**src/rtl/current_sense_pkg.sv**
```systemverilog
// Shared definitions for the TLI4970 current-sense readout: FSM states,
// frame layout and the frame classification/decode helpers.
package current_sense_pkg;

  localparam int FRAME_BITS     = 16;
  localparam int STATUS_BIT     = 15;
  localparam int PARITY_BIT     = 14;
  localparam int OCD_BIT        = 13;
  localparam int DATA_MSB       = 12;
  localparam int DATA_LSB       = 0;
  localparam int CURRENT_OFFSET = 4096;

  typedef enum logic [2:0] {
    ST_IDLE,
    ST_SETUP,
    ST_SHIFT,
    ST_HOLD,
    ST_PARSE,
    ST_GAP
  } state_t;

  typedef enum logic [1:0] {
    DEC_LINK,
    DEC_PARITY,
    DEC_STATUS,
    DEC_CURRENT
  } decode_t;

  // Priority: stuck line, then parity, then frame type.
  function automatic decode_t classify(input logic [FRAME_BITS-1:0] f);
    if (f == '0 || f == '1) return DEC_LINK;
    if (^f) return DEC_PARITY;
    if (f[STATUS_BIT]) return DEC_STATUS;
    return DEC_CURRENT;
  endfunction

  // Raw 13-bit code minus the offset; modulo 2^13 this only flips the MSB.
  function automatic logic [DATA_MSB:0] frame_to_current(input logic [FRAME_BITS-1:0] f);
    logic [DATA_MSB:0] raw;
    raw = f[DATA_MSB:DATA_LSB];
    return raw - (DATA_MSB+1)'(CURRENT_OFFSET);
  endfunction

endpackage

```
**src/rtl/spi_frame_rx.sv**
```systemverilog
// SPI receive engine: SCK divider, MISO synchronizer, 16-bit MSB-first shift.
// start (1 cycle) launches a frame; done marks the cycle whose closing edge captures the last bit.
module spi_frame_rx
  import current_sense_pkg::*;
#(
  parameter int CLK_DIV = 16
) (
  input  logic                  clk,
  input  logic                  rst_n,
  input  logic                  start,
  input  logic                  miso,
  output logic                  sck,
  output logic                  done,
  output logic [FRAME_BITS-1:0] frame
);

  localparam int DIV_W = $clog2(CLK_DIV);
  localparam logic [DIV_W-1:0] DIV_LAST = DIV_W'(CLK_DIV - 1);

  logic [1:0]            sync;
  logic                  running;
  logic [DIV_W-1:0]      div_cnt;
  logic [3:0]            bit_cnt;
  logic [FRAME_BITS-1:0] shift_q;
  logic                  half_end;

  assign half_end = running && (div_cnt == DIV_LAST);
  assign done     = half_end && sck && (bit_cnt == 4'd15);
  assign frame    = shift_q;

  always_ff @(posedge clk or negedge rst_n) begin
    if (!rst_n) begin
      sync    <= '0;
      running <= 1'b0;
      sck     <= 1'b0;
      div_cnt <= '0;
      bit_cnt <= '0;
      shift_q <= '0;
    end else begin
      sync <= {sync[0], miso};
      if (start) begin
        // First rising SCK edge coincides with the end of the CS setup phase.
        running <= 1'b1;
        sck     <= 1'b1;
        div_cnt <= '0;
        bit_cnt <= '0;
      end else if (running) begin
        if (half_end) begin
          div_cnt <= '0;
          sck     <= ~sck;
          if (sck) begin
            shift_q <= {shift_q[FRAME_BITS-2:0], sync[1]};
            bit_cnt <= bit_cnt + 4'd1;
            if (bit_cnt == 4'd15) running <= 1'b0;
          end
        end else begin
          div_cnt <= div_cnt + DIV_W'(1);
        end
      end
    end
  end

endmodule

```
**src/rtl/current_sense_sequencer.sv**
```systemverilog
// TLI4970 readout controller: request scheduling, CS phase sequencing and
// decode of each received frame into current/status/fault outputs.
module current_sense_sequencer
  import current_sense_pkg::*;
#(
  parameter int CLK_DIV = 16,
  parameter int PERIOD  = 64000
) (
  input  logic          CLK,
  input  logic          reset_n,
  input  logic          enable,
  input  logic          trigger,
  input  logic          cs_miso,
  output logic          cs_n,
  output logic          cs_clk,
  output logic [12:0]   current,
  output logic          current_valid,
  output logic          ocd,
  output logic [14:0]   status_word,
  output logic          status_valid,
  output logic          parity_err,
  output logic          link_err,
  output logic          overrun,
  output logic          busy
);

  localparam int CNT_W = $clog2(CLK_DIV);
  localparam logic [CNT_W-1:0] PHASE_LAST = CNT_W'(CLK_DIV - 1);
  localparam logic [CNT_W-1:0] GAP_LAST   = CNT_W'(CLK_DIV - 2);
  localparam int PER_W = $clog2(PERIOD);
  localparam logic [PER_W-1:0] PER_LAST = PER_W'(PERIOD - 1);

  state_t                state, state_next;
  logic [CNT_W-1:0]      cnt;
  logic [PER_W-1:0]      per_cnt;
  logic                  pending;
  logic                  wrap;
  logic                  req;
  logic                  accept;
  logic                  rx_start;
  logic                  rx_done;
  logic [FRAME_BITS-1:0] rx_frame;

  assign wrap   = enable && (per_cnt == PER_LAST);
  assign req    = wrap || trigger;
  assign accept = (state == ST_IDLE) && pending;

  always_ff @(posedge CLK or negedge reset_n) begin
    if (!reset_n) begin
      per_cnt <= '0;
    end else if (!enable || wrap) begin
      per_cnt <= '0;
    end else begin
      per_cnt <= per_cnt + PER_W'(1);
    end
  end

  // A request landing on an already pending one is merged and flagged.
  always_ff @(posedge CLK or negedge reset_n) begin
    if (!reset_n) begin
      pending <= 1'b0;
      overrun <= 1'b0;
    end else begin
      pending <= req || (pending && !accept);
      overrun <= req && pending && !accept;
    end
  end

  always_comb begin
    state_next = state;
    rx_start   = 1'b0;
    case (state)
      ST_IDLE:  if (pending) state_next = ST_SETUP;
      ST_SETUP: if (cnt == PHASE_LAST) begin
        rx_start   = 1'b1;
        state_next = ST_SHIFT;
      end
      ST_SHIFT: if (rx_done) state_next = ST_HOLD;
      ST_HOLD:  if (cnt == PHASE_LAST) state_next = ST_PARSE;
      ST_PARSE: state_next = ST_GAP;
      ST_GAP:   if (cnt == GAP_LAST) state_next = ST_IDLE;
      default:  state_next = ST_IDLE;
    endcase
  end

  // cnt times the phase currently occupied; it restarts on every transition.
  always_ff @(posedge CLK or negedge reset_n) begin
    if (!reset_n) begin
      state <= ST_IDLE;
      cnt   <= '0;
      cs_n  <= 1'b1;
      busy  <= 1'b0;
    end else begin
      state <= state_next;
      cnt   <= (state_next != state) ? '0 : cnt + CNT_W'(1);
      cs_n  <= !(state_next inside {ST_SETUP, ST_SHIFT, ST_HOLD});
      busy  <= (state_next != ST_IDLE);
    end
  end

  spi_frame_rx #(.CLK_DIV(CLK_DIV)) u_rx (
    .clk   (CLK),
    .rst_n (reset_n),
    .start (rx_start),
    .miso  (cs_miso),
    .sck   (cs_clk),
    .done  (rx_done),
    .frame (rx_frame)
  );

  always_ff @(posedge CLK or negedge reset_n) begin
    if (!reset_n) begin
      current       <= '0;
      ocd           <= 1'b0;
      status_word   <= '0;
      current_valid <= 1'b0;
      status_valid  <= 1'b0;
      parity_err    <= 1'b0;
      link_err      <= 1'b0;
    end else begin
      current_valid <= 1'b0;
      status_valid  <= 1'b0;
      parity_err    <= 1'b0;
      link_err      <= 1'b0;
      if (state == ST_PARSE) begin
        case (classify(rx_frame))
          DEC_LINK:   link_err <= 1'b1;
          DEC_PARITY: parity_err <= 1'b1;
          DEC_STATUS: begin
            status_word  <= rx_frame[STATUS_BIT-1:0];
            status_valid <= 1'b1;
          end
          default: begin
            current       <= frame_to_current(rx_frame);
            ocd           <= rx_frame[OCD_BIT];
            current_valid <= 1'b1;
          end
        endcase
      end
    end
  end

endmodule

```
**config.mk**
```make
export PLATFORM = sky130hd
export DESIGN_NAME = current_sense_sequencer
export DESIGN_NICKNAME = d
export VERILOG_FILES = /design/src/rtl/current_sense_pkg.sv /design/src/rtl/spi_frame_rx.sv /design/src/rtl/current_sense_sequencer.sv
export SDC_FILE = /design/constraint.sdc
export NUM_CORES = 1
export LEC_CHECK = 0
export ABC_AREA = 1
export CAP_MARGIN = 20
export CORE_MARGIN = 4
export CORE_UTILIZATION = 50
export DETAILED_ROUTE_END_ITERATION = 10
export GPL_TIMING_DRIVEN = 1
export MAX_ROUTING_LAYER = met4
export PLACE_DENSITY = 0.71
export SLEW_MARGIN = 10
export SYNTH_ARGS = -nofsm -noshare
export SYNTH_HDL_FRONTEND = slang
export SYNTH_HIERARCHICAL = 1
export SYNTH_SLANG_ARGS = --single-unit
```
**constraint.sdc**
```tcl
create_clock -name CLK -period 4.65 [get_ports CLK]
set_input_delay 0.93 -clock CLK [delete_from_list [all_inputs] [get_ports CLK]]
set_output_delay 0.93 -clock CLK [all_outputs]
set_load 0.05 [all_outputs]
```
# After elaboration in Yosys (flattened, before gate mapping)
# Cells that the tools add are included.
# totals
register_bits,88
output_inout_bits,37
elab_cells,124
# op_classes
addsub,5
eq_ne,17
n_mux,49
bitwise,3
n_reduce_logical,30
# op_table
op,n
$eq 16x16->1 const B,2
$mux 4,8
$mux 1,27
$pmux 3 s6,1
$add 16x1->16 const B,1
$eq 4x4->1 const B,4
$logic_not 16->1,1
$mux 16,1
$reduce_xor 16->1,1
$mux 3,5
$mux 2,7
$sub 13x13->13 const B,1
$add 4x1->4 const B,3
$eq 3x2->1 const B,4
$logic_and 1x1->1,8
$eq 3x1->1 const B,2
$eq 3x3->1 const B,2
$reduce_and 2->1,3
$reduce_bool 2->1,3
$reduce_bool 3->1,2
$logic_or 1x1->1,4
$reduce_and 4->1,1
$logic_not 1->1,3
$logic_not 3->1,1
other kinds (7),9

# Logic depth before layout (Yosys ltp)
# Gate-level depths: netlist (run 1).
# logic_depth
ltp_word,17
ltp_mapped,16
depth_no_buf,12

# Modules after synthesis
# Netlist (run 1), hierarchy kept.
# modules_own_cells
mod,instances,cells_each,area_per_inst_um2
current_sense_sequencer,1,384,3078.0
spi_frame_rx,1,139,1198.6

# Worst setup path after synthesis (run 1)
# Ideal clock, no wire load.
# synth_path
path_type,reg-to-reg
from,reg u_rx.shift_q[15] (netlist: u_rx/frame[15])
to,reg status_word[10]
setup_ps,118
t_arrival_ps,2057
path_slack_ps,2475
path_stages_with_launch,15
path_buffers,3
path_cell_list,dfrtp_1 clkbuf_1 inv_1 buf_4 ha_1 inv_1 nand2_1 nand2_1 nand2_1 nand2_1 nand2_1 nand4_1 buf_2 nand2_1 nand2_1
# synth_via
elab_chain_len,10
# synth_lines
element,line,text
from (decl),spi_frame_rx.sv:24,logic [FRAME_BITS-1:0] shift_q;
from (signal assigned),spi_frame_rx.sv:52,"shift_q <= {shift_q[FRAME_BITS-2:0], sync[1]};"
$mux 1 (2 in a row),current_sense_pkg.sv:33,if (f[STATUS_BIT]) return DEC_STATUS;
$mux 1,current_sense_pkg.sv:32,if (^f) return DEC_PARITY;
$mux 1,current_sense_sequencer.sv:125,if (state == ST_PARSE) begin
$mux 2,current_sense_pkg.sv:34,return DEC_CURRENT;
$mux 2,current_sense_pkg.sv:33,
$mux 2 *,current_sense_pkg.sv:32,
$mux 2 *,current_sense_sequencer.sv:125,
$eq 2x2->1 *,current_sense_sequencer.sv:126,case (classify(rx_frame))
$reduce_and 2->1 (no line) *,n/a,
to (signal assigned),current_sense_sequencer.sv:130,status_word <= rx_frame[STATUS_BIT-1:0];
to (decl),current_sense_sequencer.sv:19,"output logic [14:0] status_word,"
# Mark *: on every way between the ends. The rest lies on a longest branch, timed or not. The select of a mux whose other input is x is not followed.
# A chain may end at the register's enable or synchronous reset.

# Worst setup path in the final report (run 1)
# layout_path
from,reg u_rx.shift_q[15] (netlist: u_rx/frame[15])
to,reg status_word[5]
# Same word-level chain as after synthesis.

==> metrics.txt, run 1 <==
Worst Hold Class flip-flop to flip-flop; register clock-pin slew on the reported worst setup and hold paths 90 ps; final setup vio count 0; Final Max Tran Viols 0; post-synthesis mux area share 0; worst-skew pair later-pin latency 350 ps; register share of total power 0.569; largest net degree at the start of global routing 69; Avg Inst Size Synth 8.18 um^2; Switching Share 0.219; CP Max Fanout 29; status finished clean; global-route wire length before repair 14.9 mm; placed wire-length estimate 6.17 mm; PortBufs 41; Tightest Pin Transition 950 ps; overall global routing resource usage 0.190; Reg2Reg Setup Slack 1470 ps; layout cells sized above 1 0.0580; via count 3409; final worst path period share 0.684; startpoint types flip-flop; RSZ-0062 raised after global routing false; Power Density 274 nW/um^2; CTS H-tree lvls 3; Placed Area 4730 um^2; Final Worst Setup Slack 1470 ps; adder-cell share of the synthesized area 0.0614; Setup TNS 0 ps; Fmax 314 MHz; drt drc 0; final core occ 0.599; Distinct cells, synth 27; Die ar. 10100 um^2; Die H 100 um; IO Pins 42; post-CTS setup buffer count 0; Worst Path Arrival 3460 ps; Setup crit end kind flip-flop; cell taking the most area after synthesis dfrtp_1; Layout Skew 11.9 ps; CTS Sinks 88; top post-synthesis cells by area dfrtp_1, nand2_1, ha_1; Max-slew headroom 0.366; combinational family with the most area after synthesis simple AND/OR/NAND/NOR gates; DRT Wirelength 8.62 mm; area share of the largest cell type after synthesis 0.509; Clk network pwr share 0.407; CP Class flip-flop to flip-flop; P&R area growth vs syn 15.7%; simple-gate portion of the synthesized area 0.311; Via density 5.06; NetSw 297 uW; initial core utilization 0.518; XOR/XNOR share of the synthesized area 0.0246; gpl congestion 0.888; Seq/Total Area, Yosys 0.515; total core area 8260 um^2; Post-Syn Area 4280 um^2; CTS tree done; vias in the first global route 3291; syn_nets 549; FF+latch count, synth 88; cell area after layout 4950 um^2; post-synthesis compound-gate area fraction 0.0170; TritonCTS Buffers 9; largest vdd supply drop 163 uV; Iter 0 DRT Violations 126; Rows 33; Mapped Cells 523; post-CTS resize count 0; GR Overflow Total 0; fin nets 590; CP required 4930 ps; Clock Tree Root clkbuf_8; Antenna Cells 0; hold-fix buffers at CTS 0; Comb pwr share 0.024; Routed WL per cell 12.8 um; max-cap violations 0; pre-CTS WS 1570 ps; Leak 2.55 nW; CTS max path bufs 2; DIE WIDTH 100 um; initial antenna violation count 0; TritonRoute pass-1 iters 4; yosys synthesis warning count 6; Final Hold Vio Count 0; Tmin final 3180 ps; Power Internal 1.06 mW; DRT antenna net count 0; Pwr Total 1.36 mW
==> through the flow <==
step	hold slack (ps)	instances
after detailed placement	338	658
final	356	674
after global placement	334	658
after global routing	371	674
after CTS	357	674
after floorplan	331	523
==> flip-flops by register name (all words and copies together), names as in the netlist <==
register       cells
current           13
state              3
u_rx/bit_cnt       4
pending            1
busy               1
u_rx/sck           1
u_rx/sync          2
u_rx/running       1
overrun            1
cnt                4
per_cnt           16
ocd                1
u_rx/div_cnt       4
link_err           1
parity_err         1
status_valid       1
u_rx/frame        16
status_word       15
cs_n               1
current_valid      1
==> synthesized netlist by cell type, drive strengths merged <==
cell,instances
a21oi,8
buf,11
clkbuf,1
dfrtp,87
dfstp,1
ha,21
inv,56
nand2,205
nand3,47
nand4,10
nor2,49
nor3,6
nor3b,1
o211ai,1
o21ai,5
or2,1
or3,1
xnor2,3
xor2,9
==> final timing paths <==
| path | start | endpoint | depth (start not counted) |
|---|---|---|---|
| worst max-delay path | u_rx/frame[15] | status_word[5] | 12 |
| worst min-delay path | u_rx/sync[0] | u_rx/sync[1] | 0 |
| worst max register to register | u_rx/frame[15] | status_word[5] | 12 |
| worst min register to register | u_rx/sync[0] | u_rx/sync[1] | 0 |
| max in group asynchronous | reset_n | current[4] | 2 |
| min in group asynchronous | reset_n | per_cnt[10] | 1 |
==> critical path, cell delays in order (launching register included) <==
cell and delay, ps:
dfrtp_1 720, inv_1 420, ha_1 450, inv_1 50, nand2_1 50, nand2_1 70
nand2_1 60, nand2_1 50, nand2_1 120, nand2_1 90, nor2_2 730, nand3_1 180
nand2_1 130
==> kinds of logic after synthesis <==
logic type | after synthesis
AOI/OAI and AO/OA | 14
xor gates and xnor gates | 12
adders and majority gates | 21
buffers and inverters | 68
DFF | 88
and+or+nand+nor | 320
==> final cells by class <==
type	instances	area [um^2]
clock buffer	11	151
clock inverter	5	63.8
fill	744	3310
inverter	56	213
multi-input combinational	367	1770
sequential	88	2200
tap	105	131
timing repair buffer	42	415
==> layer usage <==
metal	vias to the layer above	track usage	routed length, um	part of all wire
met5	-	-	0	0
met4	0	0.0642	75	0.0087
met3	6	0.0332	319	0.037
met2	59	0.300	4110	0.48
met1	1631	0.250	4120	0.48
li1	1713	-	-	-
==> power by group through the flow <==
stage	Sequential (mW)	Clock, mW	Combinational [mW]
after detailed placement	0.786	0	0.0343
after floorplan	0.787	0	0.0102
after global placement	0.786	0	0.0335
final	0.771	0.551	0.0328
after global routing	0.772	0.600	0.0386
after CTS	0.771	0.569	0.0343
==> layout by cell type, fill, tap and decap left out <==
cell               n
nor2_1            46
nor2_4             1
nand4_1           10
xnor2_1            3
ha_1              21
or3_1              1
clkbuf_8          11
nor3_1             6
or2_2              1
inv_1             51
nand2_1          200
bufinv_16          1
inv_6              1
xor2_1             9
a21oi_1            8
nand2_2            4
dfrtp_1           87
buf_4              2
nor3b_1            1
nand2_4            1
nor2_2             2
nand3_1           47
clkinv_4           2
dfstp_2            1
o211ai_1           1
clkinvlp_4         1
clkdlybuf4s50_1   40
inv_4              1
inv_2              4
o21ai_0            5
Note: power is estimated with default switching activity, not from simulation.
==> run 2: changes to the inputs <==
==> constraint.sdc (replaced) <==
create_clock -name CLK -period 3.14 [get_ports CLK]
set_input_delay 0.628 -clock CLK [delete_from_list [all_inputs] [get_ports CLK]]
set_output_delay 0.628 -clock CLK [all_outputs]
set_load 0.05 [all_outputs]
==> run 2 against run 1 <==
- critical path depth down 1
- worst hold slack worse by 50 ps
- clock power up 46%
- sequential cell count unchanged
- design area up 0.56%
- power up 47%
- utilization up 0.33 points
- critical path type unchanged
- highest routed layer unchanged
==> metrics.txt, run 2 (synthesis gave the netlist of run 1 again) <==
Iter 0 DRT Violations 202 (+60%); crit path cell chain inv_1 > ha_1 > inv_1 > nand2_1 > nand2_1 > nand2_1 > nand2_1 > nand2_1 > nand4_1 > nand2_1 > nand2_1; Placed Area 4770 um^2 (+0.79%); drt drc 0 (unchanged); reg-to-reg startpoint u_rx/frame[3]; fin nets 595 (+0.85%); CP required 3380 ps (-1550 ps); met3 usage 0.0457 (+0.0125); GRT busiest layer met2; Clock Tree Root clkbuf_8; FF-to-FF End status_word[4]; DIE WIDTH 100 um (unchanged); Worst Hold Class input port to async pin; Crit-path slowest cell nand4_1; GR Overflow Total 0 (unchanged); Routed WL per cell 13.0 um (+1.6%); via count 3376 (-0.97%); P&R area growth vs syn 16.4%; vias in the first global route 3287 (-0.12%); Reg2Reg Setup Slack 790 ps (-680 ps); Tmin final 2350 ps (-827 ps); max incr delay on CP 620 ps (-110 ps); gpl congestion 0.924 (+4.1%); TritonCTS Buffers 9 (unchanged); worst-skew pair later-pin latency 360 ps (about the same); Via density 4.98 (-1.6%); Rows 33 (unchanged); Setup TNS 0 ps (unchanged); post-CTS setup buffer count 0 (unchanged); IO Pins 42 (unchanged); startpoint types flip-flop; final setup vio count 0 (unchanged); DRT antenna net count 0 (unchanged); initial core utilization 0.518 (unchanged); most common cell after layout, fill and taps aside nand2_1; Tightest Pin Transition 774 ps (-175 ps); Final Max Tran Viols 0 (unchanged); largest net degree at the start of global routing 57 (-17%); Die ar. 10100 um^2 (unchanged); Fmax 425 MHz (+35%); Max-slew headroom 0.482 (+0.116); global-route wire length before repair 15.3 mm (+2.4%); TritonRoute pass-1 iters 4 (unchanged); Layout Skew 11.3 ps (-0.651 ps); RSZ-0062 raised after global routing false; CTS tree done; PortBufs 41 (unchanged); status finished clean; Leak 2.56 nW (+0.61%); Final Hold Vio Count 0 (unchanged); CTS max path bufs 2 (unchanged); cell area after layout 4980 um^2 (+0.56%); final worst path period share 0.750 (+0.0657); largest vdd supply drop 271 uV (+67%); crit-path most repeated cell nand2_1; total core area 8260 um^2 (unchanged); max-cap violations 0 (unchanged); overall global routing resource usage 0.195 (+0.00534); Power Density 401 nW/um^2 (+46%); FF-to-FF path depth 11 (-1); CP Class flip-flop to flip-flop; layout cells sized above 1 0.0646 (+0.00658); commonest cells after routing, fill and taps aside nand2_1, dfrtp_1, inv_1; DRT Wirelength 8.81 mm (+2.2%); CTS Sinks 88 (unchanged); placed wire-length estimate 6.30 mm (+2.1%); CTS H-tree lvls 3 (unchanged); Setup crit end kind flip-flop; met2 global-route usage 0.304 (+0.00459); post-CTS resize count 0 (unchanged); Antenna Cells 0 (unchanged); Die H 100 um (unchanged); CP Max Fanout 16 (-45%); hold-fix buffers at CTS 0 (unchanged); Worst Path Arrival 2600 ps (-860 ps); register clock-pin slew on the reported worst setup and hold paths 90 ps (about the same); met1 Use GR 0.263 (+0.0129); initial antenna violation count 0 (unchanged); Filler cells 746 (+0.27%)
run 2: cell count changes in the layout (fill, tap and decap cells not counted), sizes merged:
cell | previous run | this run
clkinvlp | 1 | 2
clkinv | 2 | 1
inv | 57 | 56
buf | 2 | 7
run 2: final cells by class:
cell class | count | area, um^2 | share of cell area
well taps | 105 | 131 | 0.0264
clock buffers | 11 | 151 | 0.0304
multi-input cells | 367 | 1770 | 0.356
repair buffers | 47 | 453 | 0.0910
clock inverters | 4 | 53.8 | 0.0108
flip-flops and latches | 88 | 2200 | 0.443
inverters | 56 | 213 | 0.0427
run 2: through the flow:
step | power (mW) | setup slack [ps] | hold slack (ps) | util | std cells
floorplan | 1.18 | 965 | 331 | - | 523
global placement | 1.21 | 841 | 335 | 0.578 | 663
detailed placement | 1.22 | 781 | 348 | 0.578 | 663
CTS | 2.01 | 755 | 325 | 0.603 | 678
global route | 2.08 | 497 | 356 | 0.603 | 678
finish | 2.00 | 786 | 306 | 0.603 | 678
run 2: worst max path at each step:
stage	from	endpoint
2_1_floorplan	u_rx/frame[15]	status_word[10]
3_3_place_gp	u_rx/frame[2]	status_word[6]
3_5_place_dp	u_rx/frame[3]	status_word[4]
4_1_cts	u_rx/frame[3]	status_word[4]
5_1_grt	u_rx/frame[9]	status_word[11]
6_report	u_rx/frame[3]	status_word[4]
run 2: power breakdown:
| group | switching (mW) | internal (mW) |
|---|---|---|
| combinational | 0.0366 | 0.0129 |
| sequential | 0.00379 | 1.14 |
| clock | 0.396 | 0.408 |
| total | 0.437 | 1.56 |
run 2: worst max-delay path, delay by kind of cell, from the launching register on:
kind,cells,cell delay (ps)
buf+inv,2,140
flops,1,480
fa+ha+maj,1,320
simple gates,8,1310
run 2: layer usage:
metal | share of wire | vias to the layer above
li1 | - | 1727
met1 | 0.45 | 1560
met2 | 0.47 | 81
met3 | 0.067 | 8
met4 | 0.0093 | 0
met5 | 0 | -
==> run 3: changes to the inputs <==
--- a/config.mk
+++ b/config.mk
@@ -12,7 +12,7 @@
 export DETAILED_ROUTE_END_ITERATION = 10
 export GPL_TIMING_DRIVEN = 1
 export MAX_ROUTING_LAYER = met4
-export PLACE_DENSITY = 0.71
+export PLACE_DENSITY = 0.74
 export SLEW_MARGIN = 10
 export SYNTH_ARGS = -nofsm -noshare
 export SYNTH_HDL_FRONTEND = slang
==> constraint.sdc (replaced) <==
create_clock -name CLK -period 1.9 [get_ports CLK]
set_input_delay 0.38 -clock CLK [delete_from_list [all_inputs] [get_ports CLK]]
set_output_delay 0.38 -clock CLK [all_outputs]
set_load 0.05 [all_outputs]
==> run 3 against run 2 <==
- die area is the same
- wire length up 12%
- via count increased by 7.8%
- sequential cell count unchanged
- combinational power is 95% higher
- critical path depth is 2 higher
- largest cell class unchanged
==> metrics.txt, run 3 (synthesis gave the netlist of run 1 again) <==
register share of total power 0.598 (+0.026); Die ar. 10100 um^2 (unchanged); Switching Share 0.242 (+0.0227); Clk network pwr share 0.371 (-0.032); Setup crit end kind flip-flop; commonest cells after routing, fill and taps aside nand2_1, dfrtp_1, buf_4; Setup TNS 0 ps (unchanged); initial antenna violation count 0 (unchanged); Tightest Pin Transition 516 ps (-258 ps); IO Pins 42 (unchanged); met3 WL 578 um (-1.9%); via count 3641 (+7.8%); Top Layer Used met4; Routed WL per cell 13.8 um (+6.0%); CTS max path bufs 2 (unchanged); multi-input logic area 1980 um^2 (+12%); CP Max Fanout 13 (-3); reg-to-reg startpoint u_rx/frame[12]; NetSw 762 uW (+74%); Placed Area 4950 um^2 (+3.7%); Hold EP u_rx/sync[1]; PortBufs 41 (unchanged); drt drc 0 (unchanged); most common cell after layout, fill and taps aside nand2_1; Die H 100 um (unchanged); Final Max Tran Viols 0 (unchanged); CTS tree done; final setup vio count 0 (unchanged); Final Hold Vio Count 0 (unchanged); register area 2210 um^2 (+0.28%); largest net degree at the start of global routing 41 (-28%); Routed met2 length 4.89 mm (+18%); hold path depth 0; TritonCTS Buffers 9 (unchanged); gpl congestion 0.934 (+1.0%); Via density 5.06 (+1.7%); Routed met1 length 4.27 mm (+6.8%); Worst Path Arrival 2190 ps (-410 ps); Power Internal 2.39 mW (+53%); Power Density 573 nW/um^2 (+43%); pre-CTS WS 4.97 ps (-776 ps); final worst path period share 0.990 (+0.240); CTS Sinks 88 (unchanged); Leak 3.01 nW (+17%); Fmax 532 MHz (+25%); Tmin final 1880 ps (-474 ps); Worst Hold Class flip-flop to flip-flop; CTS H-tree lvls 3 (unchanged); Max-slew headroom 0.656 (+0.174); Filler cells 680 (-8.8%); fin nets 635 (+6.7%); overall global routing resource usage 0.203 (+0.00711); Antenna Cells 0 (unchanged); DRT Wirelength 9.90 mm (+12%); initial core utilization 0.518 (unchanged); CP Class flip-flop to flip-flop; placed wire-length estimate 6.53 mm (+3.7%); Layout Cells excl Fill 719 (+6.0%); vias in the first global route 3422 (+4.1%); Comb pwr share 0.031 (+0.006); largest vdd supply drop 314 uV (+16%); Final Worst Setup Slack 19.5 ps (-766 ps); startpoint types flip-flop; P&R area growth vs syn 28.6%; TritonRoute pass-1 iters 5 (+1); worst-skew pair later-pin latency 360 ps (about the same); placed insts 681 (+2.7%); FF-to-FF End current[1]; Layout Skew 9.83 ps (-1.43 ps); FF-to-FF path depth 13 (+2); register clock-pin slew on the reported worst setup and hold paths 90 ps (about the same); Hold Path Origin u_rx/sync[0]; RSZ-0062 raised after global routing true; total core area 8260 um^2 (unchanged); Clock Tree Root clkbuf_8; cell area after layout 5500 um^2 (+10%); final core occ 0.666 (+0.0632); global-route wire length before repair 15.7 mm (+2.5%); status finished clean; DRT antenna net count 0 (unchanged); Reg2Reg Setup Slack 20 ps (-770 ps); Iter 0 DRT Violations 172 (-15%); DIE WIDTH 100 um (unchanged); max-cap violations 0 (unchanged); Rows 33 (unchanged); CP required 2210 ps (-1170 ps); GR Overflow Total 0 (unchanged); layout cells sized above 1 0.213 (+0.149)
run 3: cell types whose count changed in the layout (fill, tap and decap cells not counted), sizes merged, moves of 2 or more:
cell / change
dlymetal6s2s: +3
inv: +2
buf: +43
clkdlybuf4s50: -37
dlygate4sd2: +28
run 3: final cells by class:
class | instances | share of cell area
inverters | 56 | 0.0396
multi-input cells | 367 | 0.360
repair buffers | 87 | 0.144
flip-flops and latches | 88 | 0.402
clock inverters | 6 | 0.00774
clock buffers | 10 | 0.0232
well taps | 105 | 0.0239
run 3: power by group through the flow:
stage | Sequential [mW] | Combinational [mW] | Clock, mW
floorplan | 1.93 | 0.0253 | 0
global placement | 1.92 | 0.0895 | 0
detailed placement | 1.92 | 0.0924 | 0
CTS | 1.89 | 0.0936 | 1.20
global route | 1.89 | 0.110 | 1.30
finish | 1.89 | 0.0963 | 1.17
run 3: worst max-delay path, stage by stage (launching register included):
cell and delay (ps):
dfrtp_1 440, inv_2 80, ha_4 300, nand2_4 50, inv_2 50, nor2_2 40, nand2_1 70, nand2_1 60
nand2_2 100, nand2_2 70, nor2_4 210, clkbuf_16 210, nand3_1 80, nand2_1 70
run 3: through the flow:
| step | hold WS, ps | total power [mW] |
|---|---|---|
| 6_report | 372 | 3.15 |
| 3_5_place_dp | 351 | 2.02 |
| 5_1_grt | 376 | 3.29 |
| 3_3_place_gp | 336 | 2.01 |
| 4_1_cts | 370 | 3.18 |
| 2_1_floorplan | 84.4 | 1.95 |
run 3: worst max-delay path by stage:
| stage | startpoint | end | slack [ps] | cells after the start |
|---|---|---|---|---|
| 3_3_place_gp | u_rx/frame[12] | status_word[14] | 60 | 12 |
| 6_report | u_rx/frame[12] | current[1] | 20 | 13 |
| 4_1_cts | current_valid | current_valid | 4 | 1 |
| 2_1_floorplan | u_rx/frame[15] | status_word[10] | 2 | 14 |
| 3_5_place_dp | u_rx/frame[12] | status_word[14] | 5 | 12 |
| 5_1_grt | u_rx/frame[12] | current[0] | -120 | 13 |
run 3: timing repair:
action	CTS	global route
buffers inserted	2	17
hold buffers	1	0
setup endpoints to repair	35	53
resized for setup	29	55
gates cloned	0	2
pin swaps	0	13
hold endpoints to repair	16	0
run 3: per-layer routing:
metal,GRT usage,up-vias
li1,-,1801
met1,0.264,1713
met5,-,-
met4,0.0642,0
met3,0.0450,16
met2,0.317,111
